[src/rtl/rv32i_pkg.sv]
// rv32i_pkg: shared RV32I decode definitions.
//   - 7-bit major opcode constants for the eleven base-ISA opcodes
//   - alu_op_t   : operation requested from the execute-stage ALU
//   - imm_sel_t  : immediate format chosen by the decoder
//   - ctrl_t     : control bundle carried through the ID/EX register
//   - alu_decode : funct3 (+ alternate bit) to ALU operation mapping
package rv32i_pkg;

  localparam logic [6:0] OPC_LUI      = 7'b0110111;
  localparam logic [6:0] OPC_AUIPC    = 7'b0010111;
  localparam logic [6:0] OPC_JAL      = 7'b1101111;
  localparam logic [6:0] OPC_JALR     = 7'b1100111;
  localparam logic [6:0] OPC_BRANCH   = 7'b1100011;
  localparam logic [6:0] OPC_LOAD     = 7'b0000011;
  localparam logic [6:0] OPC_STORE    = 7'b0100011;
  localparam logic [6:0] OPC_OP_IMM   = 7'b0010011;
  localparam logic [6:0] OPC_OP       = 7'b0110011;
  localparam logic [6:0] OPC_MISC_MEM = 7'b0001111;
  localparam logic [6:0] OPC_SYSTEM   = 7'b1110011;

  typedef enum logic [3:0] {
    ALU_ADD, ALU_SUB, ALU_SLL, ALU_SLT, ALU_SLTU, ALU_XOR,
    ALU_SRL, ALU_SRA, ALU_OR, ALU_AND, ALU_PASS_B
  } alu_op_t;

  typedef enum logic [2:0] {IMM_I, IMM_S, IMM_B, IMM_U, IMM_J} imm_sel_t;

  typedef struct packed {
    logic       use_imm;    // ALU operand B is the immediate
    logic       use_pc;     // ALU operand A is the PC
    logic       reg_write;
    logic       is_load;
    logic       is_store;
    logic       is_branch;
    logic       is_jal;
    logic       is_jalr;
    logic [2:0] funct3;
  } ctrl_t;

  // alt selects SUB over ADD and SRA over SRL; the caller decides when
  // the alternate bit is meaningful.
  function automatic alu_op_t alu_decode(input logic [2:0] funct3, input logic alt);
    alu_op_t op;
    case (funct3)
      3'b000:  op = alt ? ALU_SUB : ALU_ADD;
      3'b001:  op = ALU_SLL;
      3'b010:  op = ALU_SLT;
      3'b011:  op = ALU_SLTU;
      3'b100:  op = ALU_XOR;
      3'b101:  op = alt ? ALU_SRA : ALU_SRL;
      3'b110:  op = ALU_OR;
      default: op = ALU_AND;
    endcase
    return op;
  endfunction

endpackage

[src/rtl/imm_gen.sv]
// imm_gen: combinational RV32I immediate generator.
//   instr   : instruction bits [31:7] (the opcode field carries no immediate)
//   imm_sel : immediate format (I/S/B/U/J)
//   imm     : 32-bit immediate, sign-extended from instr[31]
module imm_gen
  import rv32i_pkg::*;
(
  input  logic [31:7] instr,
  input  imm_sel_t    imm_sel,
  output logic [31:0] imm
);

  always_comb begin
    imm = '0;
    case (imm_sel)
      IMM_I:   imm = {{20{instr[31]}}, instr[31:20]};
      IMM_S:   imm = {{20{instr[31]}}, instr[31:25], instr[11:7]};
      IMM_B:   imm = {{19{instr[31]}}, instr[31], instr[7], instr[30:25], instr[11:8], 1'b0};
      IMM_U:   imm = {instr[31:12], 12'b0};
      IMM_J:   imm = {{11{instr[31]}}, instr[31], instr[19:12], instr[20], instr[30:21], 1'b0};
      default: imm = '0;
    endcase
  end

endmodule

[src/rtl/id_stage.sv]
// id_stage: RV32I instruction decode stage with ID/EX pipeline register.
//   Upstream   : i_valid / o_ready handshake, i_instr, i_pc
//   Reg file   : o_rd_addr_1/2 (combinational rs1/rs2), i_rd_data_1/2
//   Writeback  : i_wb_we, i_wb_address, i_wb_data (bypassed into operands)
//   Control    : i_flush kills the instruction being decoded
//   Downstream : o_valid / i_ready handshake, o_pc, o_rs1_val, o_rs2_val,
//                o_imm, o_rd, o_alu_op, o_ctrl, o_illegal (all registered)
// A load in ID/EX whose rd is read by the decoding instruction stalls the
// input for one cycle and sends a bubble downstream.
module id_stage
  import rv32i_pkg::*;
#(
  parameter int ADDR_WIDTH = 5,
  parameter int DATA_WIDTH = 32
) (
  input  logic                  clk,
  input  logic                  rst,
  input  logic                  i_valid,
  output logic                  o_ready,
  input  logic [DATA_WIDTH-1:0] i_instr,
  input  logic [DATA_WIDTH-1:0] i_pc,
  output logic [ADDR_WIDTH-1:0] o_rd_addr_1,
  output logic [ADDR_WIDTH-1:0] o_rd_addr_2,
  input  logic [DATA_WIDTH-1:0] i_rd_data_1,
  input  logic [DATA_WIDTH-1:0] i_rd_data_2,
  input  logic                  i_wb_we,
  input  logic [ADDR_WIDTH-1:0] i_wb_address,
  input  logic [DATA_WIDTH-1:0] i_wb_data,
  input  logic                  i_flush,
  output logic                  o_valid,
  input  logic                  i_ready,
  output logic [DATA_WIDTH-1:0] o_pc,
  output logic [DATA_WIDTH-1:0] o_rs1_val,
  output logic [DATA_WIDTH-1:0] o_rs2_val,
  output logic [DATA_WIDTH-1:0] o_imm,
  output logic [ADDR_WIDTH-1:0] o_rd,
  output alu_op_t               o_alu_op,
  output ctrl_t                 o_ctrl,
  output logic                  o_illegal
);

  // Instruction fields
  logic [6:0]            opcode;
  logic [2:0]            funct3;
  logic [6:0]            funct7;
  logic [ADDR_WIDTH-1:0] rs1, rs2, rd;

  assign opcode = i_instr[6:0];
  assign funct3 = i_instr[14:12];
  assign funct7 = i_instr[31:25];
  assign rs1    = i_instr[19:15];
  assign rs2    = i_instr[24:20];
  assign rd     = i_instr[11:7];

  assign o_rd_addr_1 = rs1;
  assign o_rd_addr_2 = rs2;

  // Decoder
  ctrl_t    dec_ctrl;
  alu_op_t  dec_alu_op;
  imm_sel_t dec_imm_sel;
  logic     dec_illegal;
  logic     writes_rd;
  logic     uses_rs1, uses_rs2;

  always_comb begin
    dec_ctrl        = '0;
    dec_ctrl.funct3 = funct3;
    dec_alu_op      = ALU_ADD;
    dec_imm_sel     = IMM_I;
    dec_illegal     = 1'b0;
    writes_rd       = 1'b0;
    uses_rs1        = 1'b1;
    uses_rs2        = 1'b0;
    case (opcode)
      OPC_LUI: begin
        dec_imm_sel      = IMM_U;
        dec_alu_op       = ALU_PASS_B;
        dec_ctrl.use_imm = 1'b1;
        writes_rd        = 1'b1;
        uses_rs1         = 1'b0;
      end
      OPC_AUIPC: begin
        dec_imm_sel      = IMM_U;
        dec_ctrl.use_imm = 1'b1;
        dec_ctrl.use_pc  = 1'b1;
        writes_rd        = 1'b1;
        uses_rs1         = 1'b0;
      end
      OPC_JAL: begin
        dec_imm_sel      = IMM_J;
        dec_ctrl.use_imm = 1'b1;
        dec_ctrl.use_pc  = 1'b1;
        dec_ctrl.is_jal  = 1'b1;
        writes_rd        = 1'b1;
        uses_rs1         = 1'b0;
      end
      OPC_JALR: begin
        dec_ctrl.use_imm = 1'b1;
        dec_ctrl.is_jalr = 1'b1;
        writes_rd        = 1'b1;
      end
      OPC_BRANCH: begin
        dec_imm_sel        = IMM_B;
        dec_alu_op         = ALU_SUB;
        dec_ctrl.is_branch = 1'b1;
        uses_rs2           = 1'b1;
        dec_illegal        = (funct3 == 3'b010) || (funct3 == 3'b011);
      end
      OPC_LOAD: begin
        dec_ctrl.use_imm = 1'b1;
        dec_ctrl.is_load = 1'b1;
        writes_rd        = 1'b1;
        dec_illegal      = (funct3 == 3'b011) || (funct3[2:1] == 2'b11);
      end
      OPC_STORE: begin
        dec_imm_sel       = IMM_S;
        dec_ctrl.use_imm  = 1'b1;
        dec_ctrl.is_store = 1'b1;
        uses_rs2          = 1'b1;
        dec_illegal       = funct3[2] || (funct3[1:0] == 2'b11);
      end
      OPC_OP_IMM: begin
        // instr[30] is part of the immediate except for the shift-right form
        dec_ctrl.use_imm = 1'b1;
        dec_alu_op       = alu_decode(funct3, (funct3 == 3'b101) && funct7[5]);
        writes_rd        = 1'b1;
      end
      OPC_OP: begin
        dec_alu_op  = alu_decode(funct3, funct7[5]);
        writes_rd   = 1'b1;
        uses_rs2    = 1'b1;
        dec_illegal = !((funct7 == 7'h00) ||
                        ((funct7 == 7'h20) && ((funct3 == 3'b000) || (funct3 == 3'b101))));
      end
      OPC_MISC_MEM, OPC_SYSTEM: begin
        // FENCE / ECALL / EBREAK retire as no-ops in this pipeline
      end
      default: dec_illegal = 1'b1;
    endcase
    if (i_instr[1:0] != 2'b11) dec_illegal = 1'b1;
    dec_ctrl.reg_write = writes_rd && (rd != '0);
    // An illegal instruction must not have architectural side effects
    if (dec_illegal) begin
      dec_ctrl   = '0;
      dec_alu_op = ALU_ADD;
    end
  end

  logic [31:0] dec_imm;

  imm_gen u_imm_gen (
    .instr   (i_instr[31:7]),
    .imm_sel (dec_imm_sel),
    .imm     (dec_imm)
  );

  // Operand select: x0 reads zero, then writeback bypass, then reg file
  logic [ADDR_WIDTH-1:0] op_addr [2];
  logic [DATA_WIDTH-1:0] op_rf   [2];
  logic [DATA_WIDTH-1:0] op_val  [2];

  assign op_addr[0] = rs1;
  assign op_addr[1] = rs2;
  assign op_rf[0]   = i_rd_data_1;
  assign op_rf[1]   = i_rd_data_2;

  for (genvar gi = 0; gi < 2; gi++) begin : g_operand
    assign op_val[gi] = (op_addr[gi] == '0)                        ? '0 :
                        (i_wb_we && (i_wb_address == op_addr[gi])) ? i_wb_data :
                                                                     op_rf[gi];
  end

  // ID/EX register
  logic                  valid_reg;
  logic [DATA_WIDTH-1:0] pc_reg, rs1_val_reg, rs2_val_reg, imm_reg;
  logic [ADDR_WIDTH-1:0] rd_reg;
  alu_op_t               alu_op_reg;
  ctrl_t                 ctrl_reg;
  logic                  illegal_reg;

  logic advance, hazard, capture_next;

  assign advance = !valid_reg || i_ready;
  assign hazard  = valid_reg && ctrl_reg.is_load && (rd_reg != '0) && i_valid &&
                   ((uses_rs1 && (rs1 == rd_reg)) || (uses_rs2 && (rs2 == rd_reg)));
  // A flush consumes the input even while a load-use stall is pending
  assign o_ready      = advance && (!hazard || i_flush);
  assign capture_next = i_valid && !i_flush && !hazard;

  always_ff @(posedge clk or posedge rst) begin
    if (rst) begin
      valid_reg   <= 1'b0;
      pc_reg      <= '0;
      rs1_val_reg <= '0;
      rs2_val_reg <= '0;
      imm_reg     <= '0;
      rd_reg      <= '0;
      alu_op_reg  <= ALU_ADD;
      ctrl_reg    <= '0;
      illegal_reg <= 1'b0;
    end else if (advance) begin
      valid_reg <= capture_next;
      if (capture_next) begin
        pc_reg      <= i_pc;
        rs1_val_reg <= op_val[0];
        rs2_val_reg <= op_val[1];
        imm_reg     <= dec_imm;
        rd_reg      <= rd;
        alu_op_reg  <= dec_alu_op;
        ctrl_reg    <= dec_ctrl;
        illegal_reg <= dec_illegal;
      end else begin
        // Bubbles are driven to an all-zero payload
        pc_reg      <= '0;
        rs1_val_reg <= '0;
        rs2_val_reg <= '0;
        imm_reg     <= '0;
        rd_reg      <= '0;
        alu_op_reg  <= ALU_ADD;
        ctrl_reg    <= '0;
        illegal_reg <= 1'b0;
      end
    end
  end

  assign o_valid   = valid_reg;
  assign o_pc      = pc_reg;
  assign o_rs1_val = rs1_val_reg;
  assign o_rs2_val = rs2_val_reg;
  assign o_imm     = imm_reg;
  assign o_rd      = rd_reg;
  assign o_alu_op  = alu_op_reg;
  assign o_ctrl    = ctrl_reg;
  assign o_illegal = illegal_reg;

endmodule

[config.mk]
export PLATFORM = sky130hd
export DESIGN_NAME = id_stage
export DESIGN_NICKNAME = d
export VERILOG_FILES = /design/src/rtl/rv32i_pkg.sv /design/src/rtl/imm_gen.sv /design/src/rtl/id_stage.sv
export SDC_FILE = /design/constraint.sdc
export NUM_CORES = 1
export LEC_CHECK = 0
export CAP_MARGIN = 20
export CORE_UTILIZATION = 45
export CTS_BUF_LIST = sky130_fd_sc_hd__clkbuf_8
export DETAILED_ROUTE_END_ITERATION = 10
export PLACE_DENSITY = 0.89
export SKIP_LAST_GASP = 1
export SYNTH_ARGS = -nofsm -noshare
export SYNTH_HDL_FRONTEND = slang
export SYNTH_HIERARCHICAL = 1
export SYNTH_SLANG_ARGS = --single-unit
[constraint.sdc]
create_clock -name clk -period 7.2 [get_ports clk]
set_clock_uncertainty 0.1 [all_clocks]
set_input_delay 0.72 -clock clk [delete_from_list [all_inputs] [get_ports clk]]
set_output_delay 0.72 -clock clk [all_outputs]
set_load 0.1 [all_outputs]
==> results.md <==
- The total of fill cells in the finished design is 1181.
- The number of DRC markers after the initial detailed-route iteration is 404.
- The final period utilization is 0.650.
- The static power due to leakage is 4.54 nW.
- The cell that appears most often on the critical path is nor2_1.
- Power spread over the standard cell area amounts to 213 mW/mm^2.
- The most common library cell in the layout ignoring fill and taps is clkdlybuf4s50_1.
- Derived from the worst setup path, the maximum achievable clock frequency is 214 MHz.
- Summed over all layers, the routed wires come to 24300 um.
- The worst setup path is of the in -> out kind.
- The clock tree root buffer cell is clkbuf_8.
- For this design, the CTS-stage hold fixing added 0 buffers.
- After clock tree synthesis, the clock-pin slew on the worst setup and hold paths is 0.08 ns.
- The register area share after synthesis is 0.512.
- The number of global-route vias before repair is 6613.
- The placed cell count is 1193.
- The cell with the largest stage delay on the worst path is clkdlybuf4s50_1.
- Across every metal layer, demand over resource in global routing totals 0.287.
- The number of hold violations in the final report is 0.
- The critical path goes through clkdlybuf4s50_1 > or3b_2 > a21oi_1 > nor4_1 > nor2_1 > nor2_1 > nor2_1 > clkdlybuf4s50_1.
- STA classifies the critical path endpoint as an output port.
- The core region is 0.0159 sq mm.
- From synthesis to final layout, the design area changed by 51.1%.
- The average wire length per cell after detail routing is 19.9 um.
- The most used flip-flop cell after synthesis is dfrtp_1.
- After synthesis, the mean cell area works out to 10.4 sq um.
- The first global-routing pass estimated 36400 um of wire.
- Detailed placement finished with a half-perimeter wire length of 17600 um.
- The number of maximum-capacitance violations is 0.
- The register bit count reported by yosys is 150.
- The number of endpoints failing setup at the final stage is 0.
- The initial core utilization is 0.461.
- The final net count is 1167.
- Buffers placed on the I/O ports in this run total 331.
- Adding up every negative setup slack in the final design gives 0 ns.
- The arrival time at the worst endpoint is 3.86 ns.
- The via density per instance is 5.50.
- The overflow left after global routing is 0.
- The net count after synthesis is 877.
- The total DRC errors in the routed layout is 0.
- Synthesis instantiated 50 different standard cells from the library.
- Routability-driven placement finished with a final weighted congestion of 0.878.
- The final period demand of the worst path is 4.68 ns.
- The sort of element at the start of the critical path is an input pin.
- The biggest cell delay along the critical path is 1.19 ns.
- The clock buffer count from CTS is 17.
- The antenna diode count is 0.
- The number of antenna violations at the first check in global routing came to 1.
- The die span in y is 130 um.
- The area fraction of the dominant cell type after synthesis is 0.512.
- Setup repair after global routing left no endpoint under its margin.
- Entering global routing, the biggest net connects 87 pins.
- In this run the horizontal extent of the chip is 130 um.
- Leaving out filler cells and counting taps, the final layout contains 1223.
- Counting flops with an async set or reset pin after synthesis yields a share of 1.00.
- The flow ran to the end, and the final reports show no timing, DRC or antenna violations.
- For the worst setup path, the data required time is 6.38 ns.
- The highest ir drop seen on vdd is 0.000138 V.
- The summed instance area of the synthesized netlist is 0.00733 sq mm.
- The total setup buffers inserted after CTS is 0.
- At the pin with the least slew margin, the transition time is 1.07 ns.
- The number of clock sinks is 150.
- The final route contains 6730 vias.
- The worst hold path belongs to the class reg -> reg.
- Before antenna repair, the detailed router went through 5 iterations.
- For the worst-skew pair, the clock arrives at the later sink with an insertion delay of 0.45 ns.
- By area the synthesized netlist is led by dfrtp_1 (51%), a22o_1 (9.3%), mux2i_1 (9.0%).
- Yosys printed 6 warnings.
- The top cell types in the final layout, fill and taps aside, are clkdlybuf4s50_1 (331), dfrtp_1 (150), nand2_1 (103), a22o_1 (78), mux2i_1 (66).
- The floorplan has 46 rows.
- The full die area is 0.0168 sq mm.
- In this run the deepest clock path goes through 2 buffers.
- The number of I/O pins is 332.
- TritonCTS built the clock tree.
- The H-tree depth is 4.
- The detail route stage leaves a number of antenna-violating nets equal to 0.
- The cell count after synthesis is 706.
- The number of synthesized flops with an enable pin is 0.
- Of all cell types, the one taking the most synthesized area is dfrtp_1.
- The max-slew violation count is 0.
- The worst pin sits at a relative slew slack of 0.286.
- The setup check on the worst reg-to-reg path leaves a slack of 4.21 ns.
- In the final layout, the share of cells above drive strength 1 is 0.0546.
- The biggest fanout along the worst timing path is 14.
- The count of instances resized after the clock tree is built is 0.
## sequential cells by signal, summed over array words and instances (netlist names)
| register | flops |
|---|---|
| o_pc | 32 |
| o_valid | 1 |
| o_alu_op | 4 |
| o_rs1_val | 32 |
| o_rs2_val | 32 |
| o_illegal | 1 |
| o_rd | 5 |
| o_ctrl | 11 |
| o_imm | 32 |
## layout make-up
cell class                 count  area [sq um]  area share
sequential                   150          3750       0.339
clock buffer                  21           289      0.0261
timing repair buffer         340          3380       0.305
inverter                       7          31.3     0.00283
clock inverter                 9           151      0.0137
tap                          216           270      0.0244
multi-input combinational    480          3200       0.289
## power by group
group | switching (W) | leakage [nW] | internal (W)
clock network | 0.000309 | 0.223 | 0.000409
logic | 0.000512 | 2.30 | 0.000217
registers | 0.0000273 | 2.02 | 0.000885
## cells in the mapped netlist, types with 7 or more instances
cell	number
mux2i_1	66
a21oi_1	26
clkbuf_1	28
a22o_1	78
o22ai_1	13
nor2b_1	11
buf_2	22
o21ai_1	64
nand2_1	103
nand2b_1	7
xnor2_1	12
xor2_1	9
dfrtp_1	150
buf_4	16
o21ai_0	14
inv_1	7
nor2_1	19
## worst paths after layout
kind,start,endpoint,cells past startpoint
max,i_instr[4],o_ready,8
min,o_alu_op[1]$_DFFE_PP0P_,o_alu_op[1]$_DFFE_PP0P_,2
max reg2reg,o_rd[1]$_DFFE_PP0P_,o_rs1_val[23]$_DFFE_PP0P_,8
min reg2reg,o_alu_op[1]$_DFFE_PP0P_,o_alu_op[1]$_DFFE_PP0P_,2
max in group asynchronous,rst,o_rs2_val[22]$_DFFE_PP0P_,3
min in group asynchronous,rst,o_pc[18]$_DFFE_PP0P_,2
## metal layers
| layer | share of wire | up-vias | track usage | wire, um |
|---|---|---|---|---|
| met4 | 0.033 | 2 | 0.124 | 790 |
| li1 | - | 3102 | - | - |
| met1 | 0.39 | 3261 | 0.342 | 9540 |
| met3 | 0.087 | 52 | 0.0851 | 2110 |
| met5 | 0.00054 | - | 0 | 13 |
| met2 | 0.49 | 313 | 0.483 | 11800 |
## through the flow
| step | setup slack [ns] | power [W] | hold slack [ns] | area [sq um] | utilization |
|---|---|---|---|---|---|
| 4_1_cts | 2.56 | 0.00237 | 0.387 | 11100 | 0.697 |
| 6_report | 2.52 | 0.00236 | 0.381 | 11100 | 0.697 |
| 3_5_place_dp | 2.57 | 0.00166 | 0.374 | 10600 | 0.669 |
| 3_3_place_gp | 2.64 | 0.00165 | 0.364 | 10600 | 0.669 |
| 2_1_floorplan | 2.34 | 0.00141 | 0.753 | 7330 | - |
| 5_1_grt | 2.47 | 0.00244 | 0.414 | 11100 | 0.697 |
## cell families (layout without fill, tap and decap cells)
group                    Yosys count  count (layout)  share of synthesized area
multiplexers                      70              70                     0.0963
buffers and inverters             76             377                     0.0540
flip-flops                       150             150                      0.512
adder cells (fa/ha/maj)            1               1                    0.00154
XOR/XNOR                          21              21                     0.0251
AND/OR/NAND/NOR                  180             180                      0.120
AO/OA/AOI/OAI                    208             208                      0.190
## critical path, delay by kind of cell
kind / cells / cell delay [ns]
buffers and inverters: 2 / 1.90
AND/OR/NAND/NOR: 5 / 0.96
AO/OA/AOI/OAI: 1 / 0.27
Note: power is estimated with default switching activity, not from simulation.
